--- config.mk ---
export PLATFORM = sky130hd
export DESIGN_NAME = vram_arbiter
export DESIGN_NICKNAME = d
export VERILOG_FILES = /design/src/rtl/vram_arbiter.sv
export SDC_FILE = /design/constraint.sdc
export NUM_CORES = 1
export LEC_CHECK = 0
export BUFFER_PORTS_ARGS = -buffer_cell sky130_fd_sc_hd__buf_2
export CAP_MARGIN = 20
export CORE_UTILIZATION = 40
export DETAILED_ROUTE_END_ITERATION = 8
export HOLD_SLACK_MARGIN = 0.1
export PLACE_DENSITY_LB_ADDON = 0.08
export RECOVER_POWER = 25
export SLEW_MARGIN = 30
export SYNTH_ARGS = -nofsm -noshare
export SYNTH_HDL_FRONTEND = slang
export SYNTH_SLANG_ARGS = --single-unit
--- constraint.sdc ---
create_clock -name clk -period 2.61 [get_ports clk]
set_clock_uncertainty 0.2 [all_clocks]
set_input_delay 0.1305 -clock clk [delete_from_list [all_inputs] [get_ports clk]]
set_output_delay 0.1305 -clock clk [all_outputs]
set_load 0.01 [all_outputs]
--- src/rtl/vram_arbiter.sv ---
// VRAM arbiter: one single-port RAM shared by a VGA reader with absolute
// priority and a queued CPU read/write port. Read data returns two clocks
// after issue, steered back to its requester by a small tag pipe.
module vram_arbiter #(
    parameter int unsigned ADDR_WIDTH = 16,
    parameter int unsigned FIFO_DEPTH = 4
) (
    input  logic                  clk,
    input  logic                  reset,
    input  logic                  vga_req,
    input  logic [ADDR_WIDTH-1:0] vga_addr,
    output logic                  vga_valid,
    output logic [15:0]           vga_data,
    input  logic                  cpu_req,
    input  logic                  cpu_we,
    input  logic [ADDR_WIDTH-1:0] cpu_addr,
    input  logic [15:0]           cpu_wdata,
    output logic                  cpu_ready,
    output logic                  cpu_rvalid,
    output logic [15:0]           cpu_rdata,
    output logic [ADDR_WIDTH-1:0] mem_addr,
    output logic                  mem_we,
    output logic [15:0]           mem_wdata,
    input  logic [15:0]           mem_rdata,
    output logic                  overrun
);

    localparam int unsigned DATA_W = 16;
    localparam int unsigned PTR_W  = (FIFO_DEPTH > 1) ? $clog2(FIFO_DEPTH) : 1;
    localparam int unsigned CNT_W  = PTR_W + 1;

    typedef struct packed {
        logic                  we;
        logic [ADDR_WIDTH-1:0] addr;
        logic [DATA_W-1:0]     wdata;
    } cpu_op_t;

    typedef enum logic [1:0] {
        IDLE   = 2'd0,
        VGA_RD = 2'd1,
        CPU_RD = 2'd2,
        CPU_WR = 2'd3
    } state_t;

    state_t           state;
    cpu_op_t          fifo_mem [FIFO_DEPTH];
    logic [PTR_W-1:0] wr_ptr;
    logic [PTR_W-1:0] rd_ptr;
    logic [CNT_W-1:0] count;
    logic [1:0]       rd_tag;      // {vga read, cpu read} issued one clk earlier
    logic             vga_req_q;

    logic             push_c;
    logic             pop_c;
    logic [CNT_W-1:0] count_next_c;
    cpu_op_t          head_c;

    // Queue handshake; a CPU op only issues when the VGA port is quiet.
    always_comb begin
        push_c       = cpu_req && cpu_ready;
        pop_c        = !vga_req && (count != '0);
        count_next_c = count + CNT_W'(push_c) - CNT_W'(pop_c);
        head_c       = fifo_mem[rd_ptr];
    end

    // Queue storage; contents need no reset since count gates every read.
    always_ff @(posedge clk) begin
        if (push_c) begin
            fifo_mem[wr_ptr] <= {cpu_we, cpu_addr, cpu_wdata};
        end
    end

    // Arbiter FSM, queue pointers, read-return pipe and overrun detection.
    always_ff @(posedge clk or negedge reset) begin
        if (!reset) begin
            state      <= IDLE;
            wr_ptr     <= '0;
            rd_ptr     <= '0;
            count      <= '0;
            cpu_ready  <= 1'b0;
            mem_addr   <= '0;
            mem_we     <= 1'b0;
            mem_wdata  <= '0;
            rd_tag     <= 2'b00;
            vga_valid  <= 1'b0;
            vga_data   <= '0;
            cpu_rvalid <= 1'b0;
            cpu_rdata  <= '0;
            vga_req_q  <= 1'b0;
            overrun    <= 1'b0;
        end else begin
            count     <= count_next_c;
            cpu_ready <= (count_next_c != CNT_W'(FIFO_DEPTH));
            if (push_c) begin
                wr_ptr <= wr_ptr + PTR_W'(1);
            end
            if (pop_c) begin
                rd_ptr <= rd_ptr + PTR_W'(1);
            end

            mem_we <= 1'b0;
            if (vga_req) begin
                state    <= VGA_RD;
                mem_addr <= vga_addr;
            end else if (count != '0) begin
                mem_addr <= head_c.addr;
                if (head_c.we) begin
                    state     <= CPU_WR;
                    mem_we    <= 1'b1;
                    mem_wdata <= head_c.wdata;
                end else begin
                    state <= CPU_RD;
                end
            end else begin
                state <= IDLE;
            end

            // RAM answers one clk after the address; capture it the clk after.
            rd_tag     <= {state == VGA_RD, state == CPU_RD};
            vga_valid  <= rd_tag[1];
            cpu_rvalid <= rd_tag[0];
            if (rd_tag[1]) begin
                vga_data <= mem_rdata;
            end
            if (rd_tag[0]) begin
                cpu_rdata <= mem_rdata;
            end

            vga_req_q <= vga_req;
            if (vga_req && vga_req_q) begin
                overrun <= 1'b1;
            end
        end
    end

endmodule

==> metrics.txt, run 1 <==
Final Slew Violations=0; M1 WL=7022 um; DP Wirelength=10,410 um; most common cell in the synthesized netlist=edfxtp_1; initial antenna violation count=0; Post-synth EDFFs=132; Worst-path clk slew=0.06 ns; CTS tree=done; dominant synthesized flop cell=edfxtp_1; power per standard cell area=1121 nW/um^2; Setup violations, final=0; fin crit share=0.9346; Hold EP=cpu_rdata[4]$_DFFE_PN0P_; Yosys warnings=0; Worst EP required=2.79 ns; FF-to-FF setup slack=0.17 ns; total wire length=16,490 um; global-route total usage across every layer=0.1652; total number of vias=4,463; Die H=143.2 um; Fmax=409.9 MHz; clk_lat worst skew=0.51 ns; setup TNS=0 ns; Post-synth ARST share=0.3803; Congestion Overflow GR=0; Mapped Cells=394; beginning of the worst hold path=mem_rdata[4]; core footprint=19,530 um^2; Starting DRT DRC Count=190; #FFs+latches synth=213; Clock Root Buffer=clkbuf_16; RSZ-0062 raised after global routing=false; VDD IR max=660.7 uV; Synth top area share=0.4969; Tot Pwr=11.85 mW; largest net degree at the start of global routing=48; Die Footprint=20,510 um^2; Top Layer Used=met4; Nets=705; Hold Crit Class=input port to flop; min Tclk post-route=2.439 ns; Max stage delay cell, worst path=dfrtp_1; postcts setup bufs=0; final instance area=10,570 um^2; crit end category=flop; Leak=4.116 nW; Max Cap Viol=0; hold path depth=3; width of the die=143.2 um; metal3 WL=875 um; Reg-to-Reg Start=count[0]$_DFF_PN0_; layout cells sized above 1=0.3988; port bufs=137; CTS resizes=0; Post-Syn Nets=470; Avg Inst Size Synth=20.24 um^2; Yosys cell types=30; # DRC=0; WL/cell=18.08 um; Initial DRT Pass Iterations=4; Worst Path Buf+Inv=1; # rows=51; CP Max Fanout=4; P&R area growth vs syn=32.52%; commonest cells in the netlist=132 x edfxtp_1, 81 x dfrtp_1, 40 x mux2_2, 30 x mux4_2, 14 x nand2_1; Arr. time, crit path=2.62 ns; CTS Buffer Depth=3; routed wl met2=8264 um; sequential area share after synthesis=0.7511; max incr delay on CP=0.42 ns; status=finished, final reports clean; Sink Count=213; Post-Route Utilization=0.5413; Worst slew margin=0.4482; Reg2Reg Depth=9; initial core utilization=0.4085; antenna viol nets, final=0; routability cong.=0.7025; DP Area=9080 um^2; vias in the first global route=4,716; Crit path max-delay family=adder cells; DR vias/cell=4.894; Slew @ Worst Pin=0.8277 ns; Min Hold Slack=0.2112 ns; crit-path cells=nor3_1 > nor2_1 > ha_1 > inv_1 > ha_1 > fa_1 > xnor2_1 > xnor2_1 > nand2_1; io pins=138; first-pass GRT wire length=25,530 um; # hold bufs at CTS=70; top post-synthesis cells by area=edfxtp_1 50%, dfrtp_1 25%, mux4_2 8.5%; CP Class=flop to flop; TritonCTS Buffers=24; Ant. Diodes=0; Yosys top cell by area=edfxtp_1; depth of the CTS H-tree=1; reg2reg end=cpu_ready$_DFF_PN0_; Hold Fails Final Rpt=0; Startpoint Class=flop; Post-Syn Area=7976 um^2
==> cell families after synthesis <==
family | after synthesis | synth area share
AND/OR/NAND/NOR | 45 | 0.02823
AO/OA/AOI/OAI | 17 | 0.01835
adder cells (fa/ha/maj) | 7 | 0.01192
multiplexers | 82 | 0.1680
buffers and inverters | 25 | 0.01694
XOR/XNOR | 5 | 0.005490
flip-flops | 213 | 0.7511
==> power by group <==
group / switching, mW / total (mW) / internal, mW / leakage, nW
Combinational: 1.55 / 3.34 / 1.78 / 1.57
Sequential: 0.535 / 5.14 / 4.61 / 2.16
Clock: 1.30 / 3.37 / 2.07 / 0.386
Total: 3.39 / 11.9 / 8.47 / 4.12
==> worst min-delay path: stages <==
cell	delay, ns
dlygate4sd3_1	0.52
buf_2	0.10
mux2_2	0.13
==> per-layer routing <==
layer | vias to the layer above | GRT usage
li1 | 2011 | -
met5 | - | 0
met4 | 0 | 0.04367
met3 | 26 | 0.03488
met2 | 124 | 0.2914
met1 | 2302 | 0.2061
==> state kept, by name, summed over array words and instances, names as in the netlist <==
signal and flops:
cpu_rdata 16, mem_wdata 16, overrun 1, rd_ptr 2, mem_we 1, wr_ptr 2, cpu_ready 1, rd_tag 2
state 2, count 3, vga_valid 1, fifo_mem 132, vga_req_q 1, vga_data 16, mem_addr 16, cpu_rvalid 1
==> through the flow <==
step	cells	setup WS [ns]
5_1_grt	912	0.03535
3_5_place_dp	798	0.1871
2_1_floorplan	394	0.1460
6_report	912	0.1706
3_3_place_gp	798	0.2725
4_1_cts	912	0.1673
==> cell type report <==
| class | count | area [um^2] |
|---|---|---|
| clock inverter | 15 | 160.2 |
| sequential | 213 | 5993 |
| tap | 265 | 331.6 |
| inverter | 6 | 22.52 |
| clock buffer | 29 | 650.6 |
| timing repair buffer | 228 | 1550 |
| multi-input combinational | 156 | 1862 |
| fill | 1631 | 8956 |
==> layout by cell type (no fill, tap or decap) <==
cell type / n
a21o_1: 1
a22oi_1: 11
and3_2: 4
and3_4: 1
buf_12: 2
buf_16: 1
buf_2: 105
buf_4: 20
bufinv_16: 3
clkbuf_1: 34
clkbuf_16: 25
clkbuf_8: 1
clkinv_1: 4
clkinv_2: 4
clkinv_4: 1
clkinvlp_4: 4
dfrtp_1: 79
dfrtp_2: 2
dlygate4sd3_1: 69
edfxtp_1: 132
fa_1: 1
ha_1: 6
inv_1: 5
mux2_2: 40
mux2_4: 9
mux4_1: 3
mux4_2: 30
nand2_1: 14
nand3_1: 12
nor2_1: 4
nor2b_1: 2
nor3_1: 1
nor4_2: 1
o221a_2: 5
or3_1: 6
xnor2_1: 4
xor2_1: 1
==> worst max path at each step <==
stage	start	end	slack, ns	depth (start not counted)
6_report	count[0]$_DFF_PN0_	cpu_ready$_DFF_PN0_	0.17	9
5_1_grt	count[1]$_DFF_PN0_	cpu_ready$_DFF_PN0_	0.04	9
4_1_cts	count[1]$_DFF_PN0_	cpu_ready$_DFF_PN0_	0.17	9
3_5_place_dp	count[1]$_DFF_PN0_	cpu_ready$_DFF_PN0_	0.19	9
3_3_place_gp	count[1]$_DFF_PN0_	cpu_ready$_DFF_PN0_	0.27	9
2_1_floorplan	count[1]$_DFF_PN0_	cpu_ready$_DFF_PN0_	0.15	9
No activity file was read; power rests on OpenSTA's default activity.
==> run 2: changes to the inputs <==
Settings changed: CELL_PAD_IN_SITES_DETAIL_PLACEMENT set to 2, CELL_PAD_IN_SITES_GLOBAL_PLACEMENT set to 2, CORE_UTILIZATION 40 to 37, CTS_CLUSTER_SIZE set to 28.
==> run 2 against run 1 <==
Die area is 8.0% higher. Largest cell class unchanged. Sequential share of layout area shrank 0.20 points. Largest power group unchanged. Non-clock buffer count decreased by 7. Global-route usage is 1.8 points higher. Register-to-register slack got worse by 0.06 ns. Power increased by 2.8%.
==> metrics.txt, run 2 (synthesized netlist as in run 1, its figures left out) <==
total wire length=19,560 um (was 16,490 um); TritonCTS Buffers=24 (unchanged); setup ws final=0.1073 ns (was 0.1706 ns); Leak=4.111 nW (was 4.116 nW); Worst slew margin=0.4476 (was 0.4482); io pins=138 (unchanged); most common cell after layout, fill and taps aside=edfxtp_1 (unchanged); Setup violations, final=0 (unchanged); GR peak layer=met2 (unchanged); first-pass GRT wire length=30,430 um (was 25,530 um); DP Worst Slack=0.04875 ns (was 0.1871 ns); Sw Share=0.2927 (was 0.2856); Min Hold Slack=0.1991 ns (was 0.2112 ns); Nets=698 (was 705); Reg-to-Reg Start=count[1]$_DFF_PN0_ (was count[0]$_DFF_PN0_); RSZ-0062 raised after global routing=false (unchanged); Die Footprint=22,150 um^2 (was 20,510 um^2); combinational share of power=0.288 (was 0.282); Reg2Reg Depth=9 (unchanged); crit path from=count[1]$_DFF_PN0_ (was count[0]$_DFF_PN0_); sequential power share=0.424 (was 0.434); Final Slew Violations=0 (unchanged); final instance area=10,610 um^2 (was 10,570 um^2); status=finished, final reports clean (unchanged); crit end category=flop (unchanged); largest net degree at the start of global routing=47 (was 48); Initial DRT Pass Iterations=4 (unchanged); CP Class=flop to flop (unchanged); power per standard cell area=1149 nW/um^2 (was 1121 nW/um^2); Starting DRT DRC Count=164 (was 190); Tot Pwr=12.19 mW (was 11.85 mW); Non-Filler Instances=916 (was 912); initial antenna violation count=1 (was 0); met2 Use GR=0.3245 (was 0.2914); fin crit share=0.9589 (was 0.9346); Worst-path clk slew=0.06 ns (about the same); port bufs=137 (unchanged); Hold Fails Final Rpt=0 (unchanged); DP Wirelength=11,210 um (was 10,410 um); beginning of the worst hold path=vga_req (was mem_rdata[4]); initial core utilization=0.3782 (was 0.4085); VDD IR max=737.4 uV (was 660.7 uV); Largest register FFs=132 (unchanged); routability cong.=0.6787 (was 0.7025); layout cells sized above 1=0.3922 (was 0.3988); DR vias/cell=4.957 (was 4.894); CTS tree=done (unchanged); met3 Use GR=0.03333 (was 0.03488); DP Area=9077 um^2 (was 9080 um^2); cell count after placement=801 (was 798); Sink Count=213 (unchanged); Top reg by flops=fifo_mem (unchanged); Clock Root Buffer=clkbuf_16 (unchanged); min Tclk post-route=2.503 ns (was 2.439 ns); Arr. time, crit path=2.69 ns (was 2.62 ns); # DRC=0 (unchanged); Die H=148.8 um (was 143.2 um); depth of the CTS H-tree=1 (unchanged); internal power=8.619 mW (was 8.467 mW); global-route total usage across every layer=0.1829 (was 0.1652); sw power=3.567 mW (was 3.385 mW); CP Max Fanout=4 (unchanged); hold path depth=3 (unchanged); width of the die=148.8 um (was 143.2 um); clock network power share=0.288 (was 0.284); vias in the first global route=5,128 (was 4,716); total number of vias=4,541 (was 4,463); reg2reg end=cpu_ready$_DFF_PN0_ (unchanged); P&R area growth vs syn=32.99% (was 32.52%); Post-Route Utilization=0.5030 (was 0.5413); Worst EP required=2.80 ns (was 2.79 ns); Hold Crit Class=input port to flop (unchanged); core footprint=21,090 um^2 (was 19,530 um^2); Slew @ Worst Pin=0.8286 ns (was 0.8277 ns); CTS Buffer Depth=3 (unchanged); M1 GR Usage=0.2317 (was 0.2061); Fmax=399.6 MHz (was 409.9 MHz); WL/cell=21.35 um (was 18.08 um); # rows=53 (was 51); Congestion Overflow GR=0 (unchanged); setup TNS=0 ns (unchanged); commonest cells after routing, fill and taps aside=132 x edfxtp_1, 105 x buf_2, 79 x dfrtp_1, 69 x dlygate4sd3_1, 40 x mux2_2 (unchanged); Startpoint Class=flop (unchanged); Max Cap Viol=0 (unchanged); FF-to-FF setup slack=0.11 ns (was 0.17 ns); antenna viol nets, final=0 (unchanged); clk_lat worst skew=0.51 ns (about the same); Hold EP=state[1]$_DFF_PN0_ (was cpu_rdata[4]$_DFFE_PN0P_)
## run 2: cell types whose count changed in the layout (fill, tap and decap cells not counted), sizes merged
| cell | change |
|---|---|
| buf | -7 |
| bufinv | +1 |
| clkbuf | +5 |
| clkinv | -4 |
| clkinvlp | -2 |
| diode | +1 |
## run 2: worst max path at each step
stage	depth (start not counted)	slack, ns	end
6_report	9	0.11	cpu_ready$_DFF_PN0_
2_1_floorplan	9	0.15	cpu_ready$_DFF_PN0_
3_3_place_gp	9	0.27	cpu_ready$_DFF_PN0_
4_1_cts	9	0.02	cpu_ready$_DFF_PN0_
3_5_place_dp	9	0.05	cpu_ready$_DFF_PN0_
5_1_grt	9	0.005	cpu_ready$_DFF_PN0_
## run 2: power by group through the flow
stage | Clock [mW] | Sequential (mW) | Combinational (mW)
floorplan | 0 | 5.25 | 2.02
global placement | 0 | 5.14 | 3.35
detailed placement | 0 | 5.22 | 3.44
CTS | 3.61 | 5.17 | 3.57
global route | 3.72 | 5.28 | 3.82
finish | 3.51 | 5.16 | 3.51
## run 2: cell type report
| cell class | count | area, um^2 |
|---|---|---|
| clock inverters | 10 | 165.2 |
| fillers | 1930 | 10480 |
| multi-input cells | 156 | 1877 |
| repair buffers | 221 | 1535 |
| flip-flops and latches | 213 | 5993 |
| diodes | 1 | 2.502 |
| well taps | 275 | 344.1 |
| inverters | 6 | 22.52 |
| clock buffers | 34 | 668.1 |
## run 2: repair_timing
action	CTS	global route
setup buffers	0	0
hold buffers	70	0
setup endpoints to repair	0	1
hold endpoints to repair	269	0
gates resized for setup	0	2
## run 2: per-layer routing
| layer | vias up | share of wire |
|---|---|---|
| li1 | 2006 | - |
| met1 | 2396 | 0.43 |
| met2 | 109 | 0.51 |
| met3 | 30 | 0.043 |
| met4 | 0 | 0.017 |
| met5 | - | 0 |
## run 2: critical path: stages, from the launching register on
cell,delay [ns]
dfrtp_1,0.42
nor3_1,0.26
nor2_1,0.13
ha_1,0.29
inv_1,0.04
ha_1,0.18
fa_1,0.40
xnor2_2,0.22
xnor2_2,0.16
nand2_1,0.08
==> run 3: changes to the inputs <==
Settings changed: RECOVER_POWER 25 to 100.
==> run 3 against run 2 <==
Fmax hardly changed. Sequential share of layout area increased by 1.1 points. Highest routed layer unchanged. Global-route usage did not move. Sequential cell count unchanged. Non-clock buffer count unchanged. Largest power group unchanged. Critical path type unchanged.
==> metrics.txt, run 3 (synthesized netlist as in run 1, its figures left out) <==
status=finished, final reports clean (unchanged); clk_lat worst skew=0.51 ns (about the same); CP Max Fanout=4 (unchanged); TritonCTS Buffers=24 (unchanged); Worst slew margin=0.2464 (was 0.4476); Worst EP required=2.80 ns (about the same); core footprint=21,090 um^2 (unchanged); Starting DRT DRC Count=149 (was 164); fin crit share=0.9589 (about the same); Fmax=399.6 MHz (about the same); total wire length=19,670 um (was 19,560 um); depth of the CTS H-tree=1 (unchanged); Slew @ Worst Pin=1.130 ns (was 0.8286 ns); Crit path max-delay family=adder cells (unchanged); DR vias/cell=4.954 (was 4.957); Clock Root Buffer=clkbuf_16 (unchanged); Setup violations, final=0 (unchanged); # rows=53 (unchanged); met2 Use GR=0.3245 (unchanged); Nets=698 (unchanged); WL/cell=21.47 um (was 21.35 um); initial core utilization=0.3782 (unchanged); Hold Crit Class=input port to flop (unchanged); global-route total usage across every layer=0.1829 (unchanged); crit end category=flop (unchanged); Initial DRT Pass Iterations=4 (unchanged); M1 GR Usage=0.2317 (unchanged); Top reg by flops=fifo_mem (unchanged); GR peak layer=met2 (unchanged); VDD IR max=730.5 uV (was 737.4 uV); Largest register FFs=132 (unchanged); Arr. time, crit path=2.69 ns (about the same); CTS tree=done (unchanged); Min Hold Slack=0.1999 ns (was 0.1991 ns); layout cells sized above 1=0.2609 (was 0.3922); min Tclk post-route=2.503 ns (about the same); Max Cap Viol=0 (unchanged); postcts setup bufs=0 (unchanged); routability cong.=0.6787 (unchanged); Max stage delay cell, worst path=dfrtp_1 (unchanged); Congestion Overflow GR=0 (unchanged); Sink Count=213 (unchanged); Worst-path clk slew=0.07 ns (was 0.06 ns); RSZ-0062 raised after global routing=false (unchanged); initial antenna violation count=1 (unchanged); Die H=148.8 um (unchanged); max incr delay on CP=0.42 ns (about the same); met3 Use GR=0.03333 (unchanged); largest net degree at the start of global routing=47 (unchanged); # DRC=0 (unchanged); CTS Buffer Depth=3 (unchanged); width of the die=148.8 um (unchanged); DP Wirelength=11,210 um (unchanged); vias in the first global route=5,128 (unchanged); antenna viol nets, final=0 (unchanged); total number of vias=4,538 (was 4,541); fill cell count=1,976 (was 1,930); setup TNS=0 ns (unchanged); commonest cells after routing, fill and taps aside=132 x edfxtp_1, 112 x clkbuf_1, 80 x dfrtp_1, 69 x dlygate4sd3_1, 40 x mux2_2 (was 132 x edfxtp_1, 105 x buf_2, 79 x dfrtp_1, 69 x dlygate4sd3_1, 40 x mux2_2); Leak=3.851 nW (was 4.111 nW); port bufs=137 (unchanged); most common cell after layout, fill and taps aside=edfxtp_1 (unchanged); Hold Fails Final Rpt=0 (unchanged); Final Slew Violations=0 (unchanged); first-pass GRT wire length=30,430 um (unchanged); io pins=138 (unchanged); P&R area growth vs syn=30.34% (was 32.99%); Worst Path Buf+Inv=1 (unchanged); Startpoint Class=flop (unchanged); CP Class=flop to flop (unchanged); crit-path cells=nor3_1 > nor2_1 > ha_1 > inv_1 > ha_1 > fa_1 > xnor2_2 > xnor2_2 > nand2_1 (unchanged); power per standard cell area=1143 nW/um^2 (was 1149 nW/um^2); Die Footprint=22,150 um^2 (unchanged)
==> run 3: cell types whose count changed in the layout (fill, tap and decap cells not counted), moves of 3 or more <==
cell      previous run  this run
mux2_1               0         9
clkbuf_2             0         5
clkbuf_1            38       112
buf_4               10         7
mux2_4               9         0
buf_2              105        33
buf_12               5         0
==> run 3: what timing repair did <==
item | CTS | global route
endpoints found under the setup margin | 0 | 1
hold buffers | 70 | 0
gates resized for setup | 0 | 2
endpoints found under the hold margin | 269 | 0
==> run 3: where the power goes <==
group	internal [mW]	switching, mW	leakage [nW]	total (mW)
Combinational	1.51	1.67	1.29	3.18
Sequential	4.63	0.556	2.16	5.18
Clock	2.18	1.33	0.399	3.51
Total	8.32	3.55	3.85	11.9
==> run 3: routing by layer <==
| layer | wire length (um) | vias up |
|---|---|---|
| met5 | 0 | - |
| met4 | 316 | 0 |
| met3 | 826 | 28 |
| met2 | 10170 | 109 |
| met1 | 8358 | 2393 |
| li1 | - | 2008 |
==> run 3: worst reg2reg max path, stage by stage, from the launching register on <==
cell and delay (ns):
dfrtp_1 0.42, nor3_1 0.26, nor2_1 0.13, ha_1 0.30
inv_1 0.04, ha_1 0.18, fa_1 0.40, xnor2_2 0.22
xnor2_2 0.16, nand2_1 0.08
==> run 3: final timing paths <==
kind                                                end  slack [ns]          startpoint  depth (start not counted)
worst max-delay path                cpu_ready$_DFF_PN0_        0.11  count[1]$_DFF_PN0_                          9
worst min-delay path            vga_data[1]$_DFFE_PN0P_        0.20        mem_rdata[1]                          3
worst max register to register      cpu_ready$_DFF_PN0_        0.11  count[1]$_DFF_PN0_                          9
worst min register to register      rd_tag[0]$_DFF_PN0_        0.21  state[0]$_DFF_PN0_                          1
max in group asynchronous       vga_data[0]$_DFFE_PN0P_        0.51               reset                          4
min in group asynchronous       mem_addr[7]$_DFFE_PN0P_        0.81               reset                          4
==> run 3: area by class of cell <==
cell class / instances / area, um^2 / area share
Timing Repair Buffer: 221 / 1363 / 0.1311
Antenna cell: 1 / 2.502 / 0.0002407
Multi-Input combinational cell: 156 / 1839 / 0.1769
Tap cell: 275 / 344.1 / 0.03310
Sequential cell: 213 / 5992 / 0.5764
Clock inverter: 10 / 165.2 / 0.01589
Clock buffer: 34 / 668.1 / 0.06427
Inverter: 6 / 22.52 / 0.002166
==> run 3: stage by stage <==
| stage | power [mW] | cells | area, um^2 | util | setup slack (ns) |
|---|---|---|---|---|---|
| after CTS | 12.36 | 915 | 10630 | 0.5040 | 0.01882 |
| after detailed placement | 8.658 | 801 | 9077 | 0.4305 | 0.04875 |
| after global placement | 8.486 | 801 | 9077 | 0.4305 | 0.2697 |
| final | 11.88 | 916 | 10400 | 0.4930 | 0.1073 |
| after global routing | 12.50 | 916 | 10400 | 0.4930 | 0.005273 |
| after floorplan | 7.269 | 394 | 7976 | - | 0.1460 |
